<file path="config.mk">
export PLATFORM = sky130hd
export DESIGN_NAME = mem_wb_pipe
export DESIGN_NICKNAME = d
export VERILOG_FILES = /design/src/rtl/mem_wb_pipe.sv
export SDC_FILE = /design/constraint.sdc
export NUM_CORES = 1
export LEC_CHECK = 0
export CORE_UTILIZATION = 45
export DETAILED_ROUTE_END_ITERATION = 10
export HOLD_SLACK_MARGIN = 0.02
export PLACE_DENSITY = 0.84
export SETUP_SLACK_MARGIN = 0.3
export SYNTH_ARGS = -nofsm -noshare
export SYNTH_HDL_FRONTEND = slang
export SYNTH_SLANG_ARGS = --single-unit
</file>
<file path="constraint.sdc">
create_clock -name clk -period 2.15 [get_ports clk]
set_input_delay 0.3225 -clock clk [delete_from_list [all_inputs] [get_ports clk]]
set_output_delay 0.3225 -clock clk [all_outputs]
set_load 0.02 [all_outputs]
</file>
<file path="src/rtl/mem_wb_pipe.sv">
// MEM/WB pipeline stage: valid/ready handshake with a 2-entry skid buffer
// (main register M drives the outputs, skid register S absorbs back-pressure).
// Synchronous flush; optional suppression of writes to register 0.
// Optional macro MEM_WB_PIPE_PERF_EN adds saturating retire/stall counters.
module mem_wb_pipe #(
    parameter int unsigned INST_W   = 16,
    parameter int unsigned DATA_W   = 16,
    parameter int unsigned ADDR_W   = 3,
    parameter bit          ZERO_REG = 1'b1
) (
    input  logic              clk,
    input  logic              rst,
    input  logic              flush,
    input  logic              in_valid,
    output logic              in_ready,
    input  logic [INST_W-1:0] in_inst,
    input  logic [DATA_W-1:0] in_res,
    input  logic              in_wr_en,
    input  logic [ADDR_W-1:0] in_write_addr,
    output logic              out_valid,
    input  logic              out_ready,
    output logic [INST_W-1:0] out_inst,
    output logic [DATA_W-1:0] out_res,
    output logic              out_wr_en,
    output logic [ADDR_W-1:0] out_write_addr
`ifdef MEM_WB_PIPE_PERF_EN
    ,
    output logic [31:0]       retire_cnt,
    output logic [31:0]       stall_cnt
`endif
);

    localparam int unsigned CNT_W = 32;

    logic              m_v_q, m_v_d, s_v_q, s_v_d;
    logic [INST_W-1:0] m_inst_q, m_inst_d, s_inst_q, s_inst_d;
    logic [DATA_W-1:0] m_res_q, m_res_d, s_res_q, s_res_d;
    logic              m_wr_q, m_wr_d, s_wr_q, s_wr_d;
    logic [ADDR_W-1:0] m_addr_q, m_addr_d, s_addr_q, s_addr_d;

    logic accept;
    logic drain;
    logic m_free;

    // Handshake terms; in_ready depends only on held state
    always_comb begin
        in_ready  = ~s_v_q;
        out_valid = m_v_q;
        accept    = in_valid & ~s_v_q;
        drain     = m_v_q & out_ready;
        m_free    = ~m_v_q | drain;
        out_inst       = m_inst_q;
        out_res        = m_res_q;
        out_write_addr = m_addr_q;
        out_wr_en      = m_v_q & m_wr_q & ~(ZERO_REG & (m_addr_q == ADDR_W'(0)));
    end

    // Next-state for main/skid registers; flush overrides accept and drain
    always_comb begin
        m_v_d    = m_v_q;
        m_inst_d = m_inst_q;
        m_res_d  = m_res_q;
        m_wr_d   = m_wr_q;
        m_addr_d = m_addr_q;
        s_v_d    = s_v_q;
        s_inst_d = s_inst_q;
        s_res_d  = s_res_q;
        s_wr_d   = s_wr_q;
        s_addr_d = s_addr_q;
        if (flush) begin
            m_v_d = 1'b0;
            s_v_d = 1'b0;
        end else if (m_free) begin
            if (s_v_q) begin
                m_v_d    = 1'b1;
                m_inst_d = s_inst_q;
                m_res_d  = s_res_q;
                m_wr_d   = s_wr_q;
                m_addr_d = s_addr_q;
                s_v_d    = 1'b0;
            end else if (accept) begin
                m_v_d    = 1'b1;
                m_inst_d = in_inst;
                m_res_d  = in_res;
                m_wr_d   = in_wr_en;
                m_addr_d = in_write_addr;
            end else begin
                m_v_d = 1'b0;
            end
        end else if (accept) begin
            s_v_d    = 1'b1;
            s_inst_d = in_inst;
            s_res_d  = in_res;
            s_wr_d   = in_wr_en;
            s_addr_d = in_write_addr;
        end
    end

    // State registers, cleared asynchronously
    always_ff @(posedge clk or negedge rst) begin
        if (!rst) begin
            m_v_q    <= 1'b0;
            m_inst_q <= '0;
            m_res_q  <= '0;
            m_wr_q   <= 1'b0;
            m_addr_q <= '0;
            s_v_q    <= 1'b0;
            s_inst_q <= '0;
            s_res_q  <= '0;
            s_wr_q   <= 1'b0;
            s_addr_q <= '0;
        end else begin
            m_v_q    <= m_v_d;
            m_inst_q <= m_inst_d;
            m_res_q  <= m_res_d;
            m_wr_q   <= m_wr_d;
            m_addr_q <= m_addr_d;
            s_v_q    <= s_v_d;
            s_inst_q <= s_inst_d;
            s_res_q  <= s_res_d;
            s_wr_q   <= s_wr_d;
            s_addr_q <= s_addr_d;
        end
    end

`ifdef MEM_WB_PIPE_PERF_EN
    logic [CNT_W-1:0] retire_q, retire_d, stall_q, stall_d;

    // Saturating counters; flush does not touch them
    always_comb begin
        retire_d = retire_q;
        stall_d  = stall_q;
        if (drain && out_wr_en && (retire_q != {CNT_W{1'b1}})) begin
            retire_d = retire_q + CNT_W'(1);
        end
        if (m_v_q && !out_ready && (stall_q != {CNT_W{1'b1}})) begin
            stall_d = stall_q + CNT_W'(1);
        end
    end

    // Counter registers
    always_ff @(posedge clk or negedge rst) begin
        if (!rst) begin
            retire_q <= '0;
            stall_q  <= '0;
        end else begin
            retire_q <= retire_d;
            stall_q  <= stall_d;
        end
    end

    assign retire_cnt = retire_q;
    assign stall_cnt  = stall_q;
`endif

endmodule

</file>
Yosys cells after proc, flatten, opt, wreduce, memory -nomap -nowiden
Index checks and enable logic that the tools add are counted.
Widths: inputs -> output; s select.
{ "word_totals": {"reg_bits": 74, "latch_bits": 0, "ram_bits": 0, "romBits": 0, "out_inout_bits": 38, "elab_cells": 41, "memories": 0} }
{ "op_classes": {"n_addsub": 0, "n_mul": 0, "div_mod_pow": 0, "magnitude_cmp": 0, "eq_ne": 0, "shifts": 0, "muxes": 15, "bitwise_logic": 10, "n_reduce_logical": 6} }
{ "op_table": {"columns": ["operator", "count"], "rows": [
  ["$mux 16", 4],
  ["$mux 1", 9],
  ["$mux 3", 2],
  ["$reduce_and 3->1", 2],
  ["$not 1->1", 5],
  ["$and 1x1->1", 4],
  ["$reduce_bool 2->1", 2],
  ["$logic_not 3->1", 1],
  ["$reduce_bool 3->1", 1],
  ["$or 1x1->1", 1]
]} }

Depth between registers and ports, before layout
Gate-level depths: netlist (run 1).
{ "logic_depth": {"depth_word": 6, "depth_mapped": 4, "ltp_nobuf": 3} }

Worst setup path before layout (run 1)
No wires, ideal clock.
{ "synth_timing": {"kind": "reg2reg", "from": "reg m_v_q, in the netlist out_valid", "to": "reg s_addr_q[0]", "setup_time_ps": 125, "t_arrival_ps": 1648, "required_ps": 2025, "slack_ps": 377, "path_stages_with_launch": 5, "n_path_buf": 1, "period_less_slack_ps": 1773, "path_cell_list": "dfrtp_1 nand2b_4 nor4b_4 buf_6 mux2_2"} }
{ "synth_between": {"elab_chain_cells": 4} }
{ "synth_lines": {"columns": ["element", "line_no", "rtl"], "rows": [
  ["start: declaration", "35", "logic m_v_q, m_v_d, s_v_q, s_v_d;"],
  ["start signal: assignment", "113", "m_v_q <= m_v_d;"],
  ["$and 1x1->1 or $not 1->1 (tied branches)", "50, 51", null],
  ["$or 1x1->1 *", "51", "m_free = ~m_v_q | drain;"],
  ["$not 1->1 (no source line) *", null, null],
  ["$reduce_and 3->1 (no source line) *", null, null],
  ["end signal: assignment", "122", "s_addr_q <= s_addr_d;"],
  ["end: declaration", "39", "logic [ADDR_W-1:0] m_addr_q, m_addr_d, s_addr_q, s_addr_d;"]
]} }
Mark *: on every way between the ends. The rest lies on a longest branch, timed or not.
A chain may end at the register's enable or synchronous reset.

Final worst setup path (run 1)
{ "layout_timing": {"from": "reg s_v_q", "to": "out in_ready"} }
{ "layout_between": {"elab_chain_cells": 1} }
{ "layout_lines": {"columns": ["element", "line_no", "rtl"], "rows": [
  ["start: declaration", "35", null],
  ["start signal: assignment", "118", "s_v_q <= s_v_d;"],
  ["$not 1->1", "47", "in_ready = ~s_v_q;"],
  ["end: declaration", "15", "output logic in_ready,"]
]} }
No other way between the ends.

==> impl_metrics.xml, run 1 <==
<?xml version="1.0" encoding="UTF-8"?>
<metrics>
  <group name="drt">
    <metric name="post-route-drc-count" unit="">0</metric>
    <metric name="drt-initial-drc-count" unit="">61</metric>
    <metric name="postRouteAntennaNets" unit="">0</metric>
    <metric name="route.detailed.wl_per_inst" unit="um">16.0</metric>
    <metric name="num_vias" unit="">1960</metric>
    <metric name="drt-total-wl" unit="mm">6.28</metric>
    <metric name="drt-vias-per-instance" unit="">4.99</metric>
    <metric name="drt_pass1_iterations" unit="">4</metric>
  </group>
  <group name="finish">
    <metric name="drive_above_1_share" unit="">0.468</metric>
    <metric name="layout.cells.most_common" unit="">sky130_fd_sc_hd__mux2_2</metric>
    <metric name="num_antenna_cells" unit="">0</metric>
    <metric name="mostFrequentLayoutCells" unit="">sky130_fd_sc_hd__mux2_2, sky130_fd_sc_hd__clkdlybuf4s50_1, sky130_fd_sc_hd__dfrtp_1, sky130_fd_sc_hd__buf_4, sky130_fd_sc_hd__clkbuf_8</metric>
    <metric name="final_nets" unit="">334</metric>
    <metric name="areaGrowthSynthToFinish" unit="%">35.9</metric>
    <metric name="nFillCells" unit="">525</metric>
  </group>
  <group name="worst_setup_path">
    <metric name="crit_path_max_fanout" unit="">3</metric>
    <metric name="worstPathRequired" unit="ps">1830</metric>
    <metric name="critPathArrivalTime" unit="ps">1430</metric>
    <metric name="critical_path.endpoint_type" unit="">output pin</metric>
    <metric name="start_kind" unit="">flip-flop</metric>
    <metric name="criticalPathCategory" unit="">flip-flop to output pin</metric>
  </group>
  <group name="die">
    <metric name="die_h" unit="um">86.6</metric>
    <metric name="placement_rows" unit="">30</metric>
    <metric name="die-area" unit="um2">7510</metric>
    <metric name="die-width" unit="um">86.6</metric>
    <metric name="core_area" unit="um2">6870</metric>
    <metric name="initial_core_util" unit="">0.469</metric>
    <metric name="ios" unit="">79</metric>
  </group>
  <group name="job">
    <metric name="max_cap_violations" unit="">0</metric>
  </group>
  <group name="synth">
    <metric name="syn_inst" unit="">201</metric>
    <metric name="synth.cell_area" unit="um2">3220</metric>
    <metric name="netlist-cell-type-count" unit="">14</metric>
    <metric name="synth_top_area_share" unit="">0.574</metric>
    <metric name="synthTopCellsByArea" unit="">sky130_fd_sc_hd__dfrtp_1, sky130_fd_sc_hd__mux2_2, sky130_fd_sc_hd__buf_2</metric>
    <metric name="synth.yosys.warnings" unit="">0</metric>
    <metric name="synth.ff_latch_count" unit="">74</metric>
    <metric name="synth.yosys.seq_area_share" unit="">0.574</metric>
    <metric name="synth.net_count" unit="">242</metric>
    <metric name="yosysTopAreaCell" unit="">sky130_fd_sc_hd__dfrtp_1</metric>
    <metric name="syn-mean-instance-area" unit="um2">16.0</metric>
  </group>
  <group name="grt">
    <metric name="number_of_global_route_vias_before_repair" unit="">2124</metric>
    <metric name="global_route.usage.total" unit="">0.185</metric>
    <metric name="grt.overflow.total" unit="">0</metric>
    <metric name="grt_start_max_net_pins" unit="">75</metric>
    <metric name="grt_antenna_before_repair" unit="">0</metric>
    <metric name="wire_length_of_the_first_global_routing_pass" unit="mm">10.4</metric>
  </group>
  <group name="clock_network">
    <metric name="worst_setup_hold_path_clk_slew" unit="ps">80</metric>
    <metric name="htree_levels" unit="">3</metric>
    <metric name="clk_latency" unit="ps">340</metric>
    <metric name="clockBufferDepth" unit="">2</metric>
    <metric name="tritoncts_num_sinks" unit="">74</metric>
    <metric name="number_of_buffers_inserted_during_clock_tree_synthesis" unit="">9</metric>
    <metric name="clock-root-buffer" unit="">sky130_fd_sc_hd__clkbuf_8</metric>
    <metric name="tritoncts_clock_tree" unit="">yes</metric>
  </group>
  <group name="timing">
    <metric name="hold_ws" unit="ps">489</metric>
    <metric name="hold_violations" unit="">0</metric>
    <metric name="grt_setup_unrepaired" unit="">false</metric>
    <metric name="max_slew.worst_pin.slew" unit="ps">403</metric>
    <metric name="max_clock_freq" unit="GHz">0.569</metric>
    <metric name="timing.final.max_slew_violations" unit="">0</metric>
    <metric name="final.setup_skew" unit="ps">7.78</metric>
    <metric name="max-slew-margin-rel" unit="">0.731</metric>
    <metric name="final.min_clock_period" unit="ps">1760</metric>
    <metric name="totalNegativeSetupSlack" unit="ps">0</metric>
    <metric name="final.period_utilization" unit="">0.817</metric>
    <metric name="final-setup-viol-count" unit="">0</metric>
  </group>
  <group name="place">
    <metric name="port-buffer-count" unit="">78</metric>
    <metric name="detailedPlacementHpwl" unit="mm">4.36</metric>
    <metric name="gp_weighted_congestion" unit="">0.726</metric>
  </group>
  <group name="hold_path">
    <metric name="timing.hold.worst.class" unit="">flip-flop to flip-flop</metric>
  </group>
  <group name="power">
    <metric name="worst_ir_drop_vdd" unit="uV">500</metric>
    <metric name="pwr_density_cell" unit="nW/um2">898</metric>
    <metric name="total_leakage_power" unit="nW">1.81</metric>
  </group>
  <group name="run_status">
    <metric name="run_status" unit="">completed</metric>
  </group>
</metrics>
power by group:
group          total, mW  internal, mW  switching, mW
registers           1.86          1.69          0.160
logic              0.942         0.565          0.377
clock network       1.14         0.641          0.498
total               3.94          2.90           1.03
cell families after synthesis:
kind of cell,share of synthesized area
AND/OR/NAND/NOR,0.0213
AO/OA/AOI/OAI,0.00466
flip-flops,0.574
multiplexers,0.377
buffers and inverters,0.0225
sequential cells by signal (all words and copies together) (netlist names):
signal	flops
m_wr_q	1
out_valid	1
s_wr_q	1
s_inst_q	16
s_v_q	1
s_res_q	16
out_inst	16
out_write_addr	3
out_res	16
s_addr_q	3
worst paths after layout:
| path | cells past startpoint | slack, ps | endpoint | from |
|---|---|---|---|---|
| worst max-delay path | 2 | 390 | in_ready | s_v_q |
| worst min-delay path | 1 | 490 | out_inst[5] | out_inst[5] |
| worst max register to register | 4 | 440 | s_inst_q[0] | s_v_q |
| worst min register to register | 1 | 490 | out_inst[5] | out_inst[5] |
| max in group asynchronous | 3 | 1270 | s_v_q | rst |
| min in group asynchronous | 3 | 520 | out_inst[15] | rst |
Yosys cell counts:
library cell / n
sky130_fd_sc_hd__mux2_2: 107
sky130_fd_sc_hd__dfrtp_1: 74
sky130_fd_sc_hd__buf_2: 7
sky130_fd_sc_hd__buf_6: 3
sky130_fd_sc_hd__a21oi_1: 1
sky130_fd_sc_hd__inv_1: 1
sky130_fd_sc_hd__mux2_1: 1
sky130_fd_sc_hd__nand2b_4: 1
sky130_fd_sc_hd__nor2_1: 1
sky130_fd_sc_hd__nor2b_1: 1
sky130_fd_sc_hd__nor3_1: 1
sky130_fd_sc_hd__nor3_4: 1
sky130_fd_sc_hd__nor4b_4: 1
sky130_fd_sc_hd__o311a_1: 1
critical path: stages, from the launching register on:
cell and delay, ps:
sky130_fd_sc_hd__dfrtp_2 450, sky130_fd_sc_hd__inv_1 60, sky130_fd_sc_hd__clkdlybuf4s50_1 590
metrics by stage:
stage / power (mW) / worst slack [ps] / instances / cell area, um2 / utilization
6_report: 3.94 / 393 / 393 / 4380 / 0.638
5_1_grt: 4.13 / 346 / 393 / 4380 / 0.638
4_1_cts: 3.99 / 387 / 393 / 4380 / 0.638
3_5_place_dp: 2.83 / 137 / 375 / 4150 / 0.605
3_3_place_gp: 2.79 / 198 / 375 / 4150 / 0.605
2_1_floorplan: 2.35 / 377 / 201 / 3220 / -
timing repair:
action,CTS,global route
resized for setup,1,0
endpoints found under the hold margin,39,0
endpoints found under the setup margin,2,0
hold buffers,1,0
buffers inserted,2,0
per-layer routing:
layer / track usage / part of all wire / vias to the layer above
met5: 0 / 0 / -
met3: 0.0514 / 0.050 / 10
li1: - / - / 908
met2: 0.304 / 0.49 / 54
met1: 0.230 / 0.44 / 988
met4: 0.0818 / 0.016 / 0
final cells by class:
type                    instances  area, um2  area share
inverters                       1       3.75    0.000856
multi-input cells             116       1300       0.297
well taps                      96        120      0.0274
clock inverters                 6       82.6      0.0188
flip-flops and latches         74       1850       0.423
repair buffers                 91        900       0.205
clock buffers                   9        124      0.0283
Power figures use the tool's default switching activity.
==> run 2: changes to the inputs <==
- clock period: 2.15 -> 1.8 ns (I/O delays scaled with it)
==> impl_metrics.xml, run 2 (synthesis gave the netlist of run 1 again) <==
<?xml version="1.0" encoding="UTF-8"?>
<metrics>
  <group name="timing">
    <metric name="timing.final.max_slew_violations" unit="">0</metric>
    <metric name="hold_violations" unit="">0</metric>
    <metric name="final.min_clock_period" unit="ps">1650</metric>
    <metric name="final.period_utilization" unit="">0.914</metric>
    <metric name="max-slew-margin-rel" unit="">0.741</metric>
    <metric name="final-setup-viol-count" unit="">0</metric>
    <metric name="grt_setup_unrepaired" unit="">true</metric>
    <metric name="final.setup_skew" unit="ps">13.6</metric>
    <metric name="max_clock_freq" unit="GHz">0.608</metric>
    <metric name="max_slew.worst_pin.slew" unit="ps">389</metric>
  </group>
  <group name="worst_setup_path">
    <metric name="crit_path_max_fanout" unit="">6</metric>
    <metric name="criticalPathCategory" unit="">flip-flop to flip-flop</metric>
    <metric name="start_kind" unit="">flip-flop</metric>
    <metric name="r2r_end" unit="">s_res_q[4]</metric>
    <metric name="critical_path.endpoint_type" unit="">flip-flop</metric>
    <metric name="worstPathRequired" unit="ps">2030</metric>
    <metric name="critPathArrivalTime" unit="ps">1880</metric>
    <metric name="timing.reg2reg.setup_slack" unit="ps">150</metric>
    <metric name="reg2reg_from" unit="">s_v_q</metric>
    <metric name="ff_to_ff_path_depth" unit="">5</metric>
  </group>
  <group name="grt">
    <metric name="number_of_global_route_vias_before_repair" unit="">2183</metric>
    <metric name="wire_length_of_the_first_global_routing_pass" unit="mm">11.2</metric>
    <metric name="global_route.usage.total" unit="">0.206</metric>
    <metric name="grt_antenna_before_repair" unit="">0</metric>
    <metric name="grt.overflow.total" unit="">0</metric>
    <metric name="grt_start_max_net_pins" unit="">75</metric>
  </group>
  <group name="drt">
    <metric name="num_vias" unit="">2117</metric>
    <metric name="drt-total-wl" unit="mm">8.15</metric>
    <metric name="post-route-drc-count" unit="">0</metric>
    <metric name="drt-vias-per-instance" unit="">5.04</metric>
    <metric name="drt_pass1_iterations" unit="">4</metric>
    <metric name="route.detailed.wl_per_inst" unit="um">19.4</metric>
    <metric name="postRouteAntennaNets" unit="">0</metric>
    <metric name="drt-initial-drc-count" unit="">62</metric>
  </group>
  <group name="power">
    <metric name="seq_power_share" unit="">0.446</metric>
    <metric name="p_sw" unit="mW">1.37</metric>
    <metric name="power.switching_fraction" unit="">0.273</metric>
    <metric name="power_report.internal_total" unit="mW">3.64</metric>
    <metric name="p_comb_frac" unit="">0.264</metric>
    <metric name="power.share.clock" unit="">0.290</metric>
    <metric name="pwr_density_cell" unit="nW/um2">998</metric>
    <metric name="total_leakage_power" unit="nW">2.27</metric>
    <metric name="worst_ir_drop_vdd" unit="uV">616</metric>
  </group>
  <group name="die">
    <metric name="placement_rows" unit="">30</metric>
    <metric name="initial_core_util" unit="">0.469</metric>
    <metric name="die-area" unit="um2">7510</metric>
    <metric name="die_h" unit="um">86.6</metric>
    <metric name="ios" unit="">79</metric>
    <metric name="core_area" unit="um2">6870</metric>
    <metric name="die-width" unit="um">86.6</metric>
  </group>
  <group name="finish">
    <metric name="num_antenna_cells" unit="">0</metric>
    <metric name="drive_above_1_share" unit="">0.528</metric>
    <metric name="layout.cells.most_common" unit="">sky130_fd_sc_hd__dfrtp_1</metric>
    <metric name="areaGrowthSynthToFinish" unit="%">55.4</metric>
    <metric name="nFillCells" unit="">460</metric>
    <metric name="stdcell_count" unit="">420</metric>
    <metric name="mostFrequentLayoutCells" unit="">sky130_fd_sc_hd__dfrtp_1, sky130_fd_sc_hd__mux2_4, sky130_fd_sc_hd__mux2_2, sky130_fd_sc_hd__dlygate4sd2_1, sky130_fd_sc_hd__clkdlybuf4s50_1</metric>
    <metric name="finish.utilization" unit="">0.730</metric>
    <metric name="final_nets" unit="">360</metric>
  </group>
  <group name="clock_network">
    <metric name="htree_levels" unit="">3</metric>
    <metric name="clock-root-buffer" unit="">sky130_fd_sc_hd__clkbuf_8</metric>
    <metric name="worst_setup_hold_path_clk_slew" unit="ps">80</metric>
    <metric name="number_of_buffers_inserted_during_clock_tree_synthesis" unit="">9</metric>
    <metric name="tritoncts_num_sinks" unit="">74</metric>
    <metric name="clockBufferDepth" unit="">2</metric>
    <metric name="tritoncts_clock_tree" unit="">yes</metric>
    <metric name="clk_latency" unit="ps">350</metric>
  </group>
  <group name="place">
    <metric name="detailedPlacementHpwl" unit="mm">4.10</metric>
    <metric name="placed_cells" unit="">376</metric>
    <metric name="port-buffer-count" unit="">78</metric>
    <metric name="gp_weighted_congestion" unit="">0.676</metric>
  </group>
  <group name="hold_path">
    <metric name="hold_end" unit="">out_valid</metric>
    <metric name="timing.hold.worst.class" unit="">primary input to flip-flop</metric>
    <metric name="hold_depth" unit="">2</metric>
    <metric name="hold_path_startpoint" unit="">flush</metric>
  </group>
  <group name="job">
    <metric name="max_cap_violations" unit="">0</metric>
  </group>
  <group name="run_status">
    <metric name="run_status" unit="">completed</metric>
  </group>
</metrics>
## run 2: cell count changes in the layout (fill, tap and decap cells not counted), moves of 2 or more
cell / before / now
sky130_fd_sc_hd__buf_12: 2 / 7
sky130_fd_sc_hd__buf_16: 0 / 6
sky130_fd_sc_hd__buf_4: 10 / 12
sky130_fd_sc_hd__buf_6: 0 / 11
sky130_fd_sc_hd__buf_8: 0 / 2
sky130_fd_sc_hd__clkbuf_2: 0 / 2
sky130_fd_sc_hd__clkdlybuf4s50_1: 76 / 36
sky130_fd_sc_hd__dlygate4sd2_1: 1 / 37
sky130_fd_sc_hd__mux2_2: 107 / 53
sky130_fd_sc_hd__mux2_4: 0 / 54
## run 2: worst max-delay path by stage
stage,end,startpoint,cells past startpoint,slack (ps)
global route,s_res_q[4],s_v_q,5,130
CTS,out_wr_en,out_write_addr[0],2,150
floorplan,s_addr_q[0],out_valid,4,140
detailed placement,s_res_q[12],flush,4,-140
finish,s_res_q[4],s_v_q,5,150
global placement,s_inst_q[4],flush,4,-100
## run 2: power by group through the flow
stage | clock network, mW | registers, mW | logic [mW]
after global routing | 1.55 | 2.27 | 1.40
after floorplan | 0 | 2.38 | 0.433
after detailed placement | 0 | 2.24 | 1.14
final | 1.45 | 2.23 | 1.32
after global placement | 0 | 2.22 | 1.11
after CTS | 1.46 | 2.20 | 1.11
## run 2: critical path, stage by stage (launching register included)
cell and delay [ps]:
sky130_fd_sc_hd__dfrtp_2 450, sky130_fd_sc_hd__nor4b_4 360, sky130_fd_sc_hd__buf_6 190, sky130_fd_sc_hd__buf_12 110, sky130_fd_sc_hd__buf_16 120, sky130_fd_sc_hd__mux2_4 300
## run 2: routing by layer
layer	up-vias	track usage	wire [um]
met2	57	0.338	4040
li1	966	-	-
met4	0	0.0939	186
met1	1079	0.252	3500
met5	-	0	0
met3	15	0.0610	423
## run 2: final cells by class
class / count / area [um2] / share of cell area
clock buffers: 11 / 141 / 0.0282
multi-input cells: 116 / 1520 / 0.303
clock inverters: 5 / 77.6 / 0.0155
repair buffers: 117 / 1300 / 0.259
well taps: 96 / 120 / 0.0240
flip-flops and latches: 74 / 1850 / 0.370
inverters: 1 / 3.75 / 0.000749
## run 2: what timing repair did
item | in CTS | in global routing
gates cloned | 7 | 1
resized for setup | 63 | 65
setup buffers | 12 | 7
endpoints found under the hold margin | 74 | 0
hold buffers | 1 | 0
setup endpoints to repair | 110 | 70
pin swaps | 3 | 2
## run 2: through the flow
stage	hold slack, ps	TNS, ps	setup slack, ps	area (um2)	power, mW
finish	403	0	155	5010	5.00
global route	397	0	126	5010	5.22
CTS	376	0	153	4690	4.78
detailed placement	319	-4560	-138	4190	3.38
global placement	318	-2980	-100	4190	3.33
floorplan	-25.6	0	144	3240	2.82
==> run 3: changes to the inputs <==
- CORE_UTILIZATION: 45 -> 35
- PLACE_DENSITY: 0.84 -> 0.7
==> impl_metrics.xml, run 3 (synthesis gave the netlist of run 1 again) <==
<?xml version="1.0" encoding="UTF-8"?>
<metrics>
  <group name="drt">
    <metric name="route.detailed.wl_per_inst" unit="um">18.5</metric>
    <metric name="postRouteAntennaNets" unit="">0</metric>
    <metric name="post-route-drc-count" unit="">5</metric>
    <metric name="drt-total-wl" unit="mm">8.06</metric>
    <metric name="num_vias" unit="">2148</metric>
    <metric name="drt-initial-drc-count" unit="">41</metric>
    <metric name="drt-vias-per-instance" unit="">4.92</metric>
    <metric name="drt_pass1_iterations" unit="">7</metric>
  </group>
  <group name="place">
    <metric name="dp_worst_setup_slack" unit="ps">-133</metric>
    <metric name="gp_weighted_congestion" unit="">0.673</metric>
    <metric name="placed_cells" unit="">386</metric>
    <metric name="detailedPlacementHpwl" unit="mm">4.21</metric>
    <metric name="port-buffer-count" unit="">78</metric>
  </group>
  <group name="power">
    <metric name="power.switching_fraction" unit="">0.266</metric>
    <metric name="total_leakage_power" unit="nW">2.34</metric>
    <metric name="worst_ir_drop_vdd" unit="uV">421</metric>
    <metric name="power.share.clock" unit="">0.287</metric>
    <metric name="pwr_density_cell" unit="nW/um2">960</metric>
    <metric name="p_comb_frac" unit="">0.266</metric>
    <metric name="seq_power_share" unit="">0.446</metric>
    <metric name="power_report.internal_total" unit="mW">3.65</metric>
    <metric name="p_sw" unit="mW">1.32</metric>
  </group>
  <group name="worst_setup_path">
    <metric name="worstPathCellList" unit="">clkdlybuf4s50_1 &gt; nand2b_4 &gt; nor4b_4 &gt; buf_4 &gt; buf_12 &gt; buf_16 &gt; mux2_4</metric>
    <metric name="start_kind" unit="">primary input</metric>
    <metric name="crit_path_max_fanout" unit="">5</metric>
    <metric name="delay_of_the_slowest_critical_path_stage" unit="ps">460</metric>
    <metric name="critical_path.endpoint_type" unit="">flip-flop</metric>
    <metric name="critPathArrivalTime" unit="ps">1910</metric>
    <metric name="timing.critical_path.max_delay_family" unit="">buffers and inverters</metric>
    <metric name="cpMaxStageDelayCell" unit="">sky130_fd_sc_hd__clkdlybuf4s50_1</metric>
    <metric name="criticalPathCategory" unit="">primary input to flip-flop</metric>
    <metric name="worstPathRequired" unit="ps">2030</metric>
    <metric name="path_buf_inv" unit="">4</metric>
  </group>
  <group name="clock_network">
    <metric name="tritoncts_clock_tree" unit="">yes</metric>
    <metric name="clock-root-buffer" unit="">sky130_fd_sc_hd__clkbuf_8</metric>
    <metric name="number_of_buffers_inserted_during_clock_tree_synthesis" unit="">9</metric>
    <metric name="tritoncts_num_sinks" unit="">74</metric>
    <metric name="worst_setup_hold_path_clk_slew" unit="ps">80</metric>
    <metric name="htree_levels" unit="">3</metric>
    <metric name="clockBufferDepth" unit="">2</metric>
    <metric name="clk_latency" unit="ps">340</metric>
  </group>
  <group name="timing">
    <metric name="final.setup_skew" unit="ps">6.37</metric>
    <metric name="timing.final.max_slew_violations" unit="">0</metric>
    <metric name="setup_slack" unit="ps">122</metric>
    <metric name="max-slew-margin-rel" unit="">0.690</metric>
    <metric name="totalNegativeSetupSlack" unit="ps">0</metric>
    <metric name="final.period_utilization" unit="">0.932</metric>
    <metric name="max_clock_freq" unit="GHz">0.596</metric>
    <metric name="final.min_clock_period" unit="ps">1680</metric>
    <metric name="grt_setup_unrepaired" unit="">true</metric>
    <metric name="max_slew.worst_pin.slew" unit="ps">465</metric>
    <metric name="final-setup-viol-count" unit="">0</metric>
    <metric name="hold_violations" unit="">0</metric>
  </group>
  <group name="job">
    <metric name="max_cap_violations" unit="">0</metric>
  </group>
  <group name="die">
    <metric name="die-width" unit="um">98.0</metric>
    <metric name="die_h" unit="um">98.0</metric>
    <metric name="initial_core_util" unit="">0.366</metric>
    <metric name="die-area" unit="um2">9600</metric>
    <metric name="ios" unit="">79</metric>
    <metric name="core_area" unit="um2">8810</metric>
    <metric name="placement_rows" unit="">34</metric>
  </group>
  <group name="finish">
    <metric name="stdcell_count" unit="">437</metric>
    <metric name="mostFrequentLayoutCells" unit="">sky130_fd_sc_hd__dfrtp_1, sky130_fd_sc_hd__mux2_4, sky130_fd_sc_hd__mux2_2, sky130_fd_sc_hd__clkdlybuf4s50_1, sky130_fd_sc_hd__dlygate4sd2_1</metric>
    <metric name="areaGrowthSynthToFinish" unit="%">60.8</metric>
    <metric name="num_antenna_cells" unit="">0</metric>
    <metric name="final_nets" unit="">365</metric>
    <metric name="drive_above_1_share" unit="">0.541</metric>
    <metric name="layout.cells.most_common" unit="">sky130_fd_sc_hd__dfrtp_1</metric>
  </group>
  <group name="run_status">
    <metric name="violated_checks" unit="">DRC</metric>
    <metric name="run_status" unit="">finished, violations left</metric>
  </group>
  <group name="hold_path">
    <metric name="timing.hold.worst.class" unit="">primary input to async pin</metric>
  </group>
  <group name="grt">
    <metric name="wire_length_of_the_first_global_routing_pass" unit="mm">13.0</metric>
    <metric name="number_of_global_route_vias_before_repair" unit="">2367</metric>
    <metric name="grt.overflow.total" unit="">0</metric>
    <metric name="grt_start_max_net_pins" unit="">43</metric>
    <metric name="global_route.usage.total" unit="">0.179</metric>
    <metric name="grt_antenna_before_repair" unit="">0</metric>
  </group>
</metrics>
## run 3: changes by cell type in the layout (fill, tap and decap cells not counted), sizes merged, moves of 2 or more
cell           change
buf                +7
clkdlybuf4s50      +3
clkbuf             -2
dlygate4sd2        -2
## run 3: path summary, 6_finish.rpt
kind	cells after the start	slack (ps)	to	from
max	7	120	s_inst_q[12]	out_ready
min	2	400	out_res[15]	rst
max reg2reg	7	120	s_inst_q[12]	out_valid
min reg2reg	1	500	s_inst_q[5]	s_inst_q[5]
max in group asynchronous	3	800	s_v_q	rst
min in group clk	1	500	s_inst_q[5]	s_inst_q[5]
## run 3: final cells by class
cell class | instances | area (um2)
Fill cell | 696 | 3620
Clock buffer | 11 | 141
Multi-Input combinational cell | 116 | 1550
Sequential cell | 74 | 1850
Inverter | 1 | 8.76
Tap cell | 108 | 135
Clock inverter | 5 | 77.6
Timing Repair Buffer | 122 | 1420
## run 3: power by group through the flow
stage               registers (mW)  clock network [mW]  logic, mW
floorplan                     2.38                   0      0.433
global placement              2.22                   0       1.11
detailed placement            2.24                   0       1.14
CTS                           2.21                1.45       1.28
global route                  2.26                1.56       1.40
finish                        2.22                1.43       1.33
## run 3: timing repair
action | 4_1_cts | 5_1_grt
setup endpoints to repair | 110 | 75
cloned | 9 | 0
hold buffers | 1 | 0
hold endpoints to repair | 32 | 0
pin swaps | 2 | 2
buffers inserted | 19 | 6
resized for setup | 125 | 22
## run 3: stage by stage
step	total power, mW	util	hold WS (ps)	instance area, um2
after detailed placement	3.37	0.477	251	4200
after floorplan	2.82	-	-25.6	3240
final	4.98	0.589	405	5180
after CTS	4.94	0.575	415	5060
after global placement	3.34	0.477	237	4200
after global routing	5.23	0.589	428	5180
## run 3: layer usage
metal / GRT usage / share of wire
met3: 0.0465 / 0.049
met1: 0.250 / 0.48
met2: 0.272 / 0.46
met4: 0.0594 / 0.012
met5: 0 / 0
## run 3: worst reg2reg max path, stage by stage, from the launching register on
cell                       delay (ps)
sky130_fd_sc_hd__dfrtp_2          400
sky130_fd_sc_hd__buf_6            110
sky130_fd_sc_hd__nand2b_4          60
sky130_fd_sc_hd__nor4b_4          270
sky130_fd_sc_hd__buf_4            200
sky130_fd_sc_hd__buf_12           100
sky130_fd_sc_hd__buf_16           120
sky130_fd_sc_hd__mux2_4           300
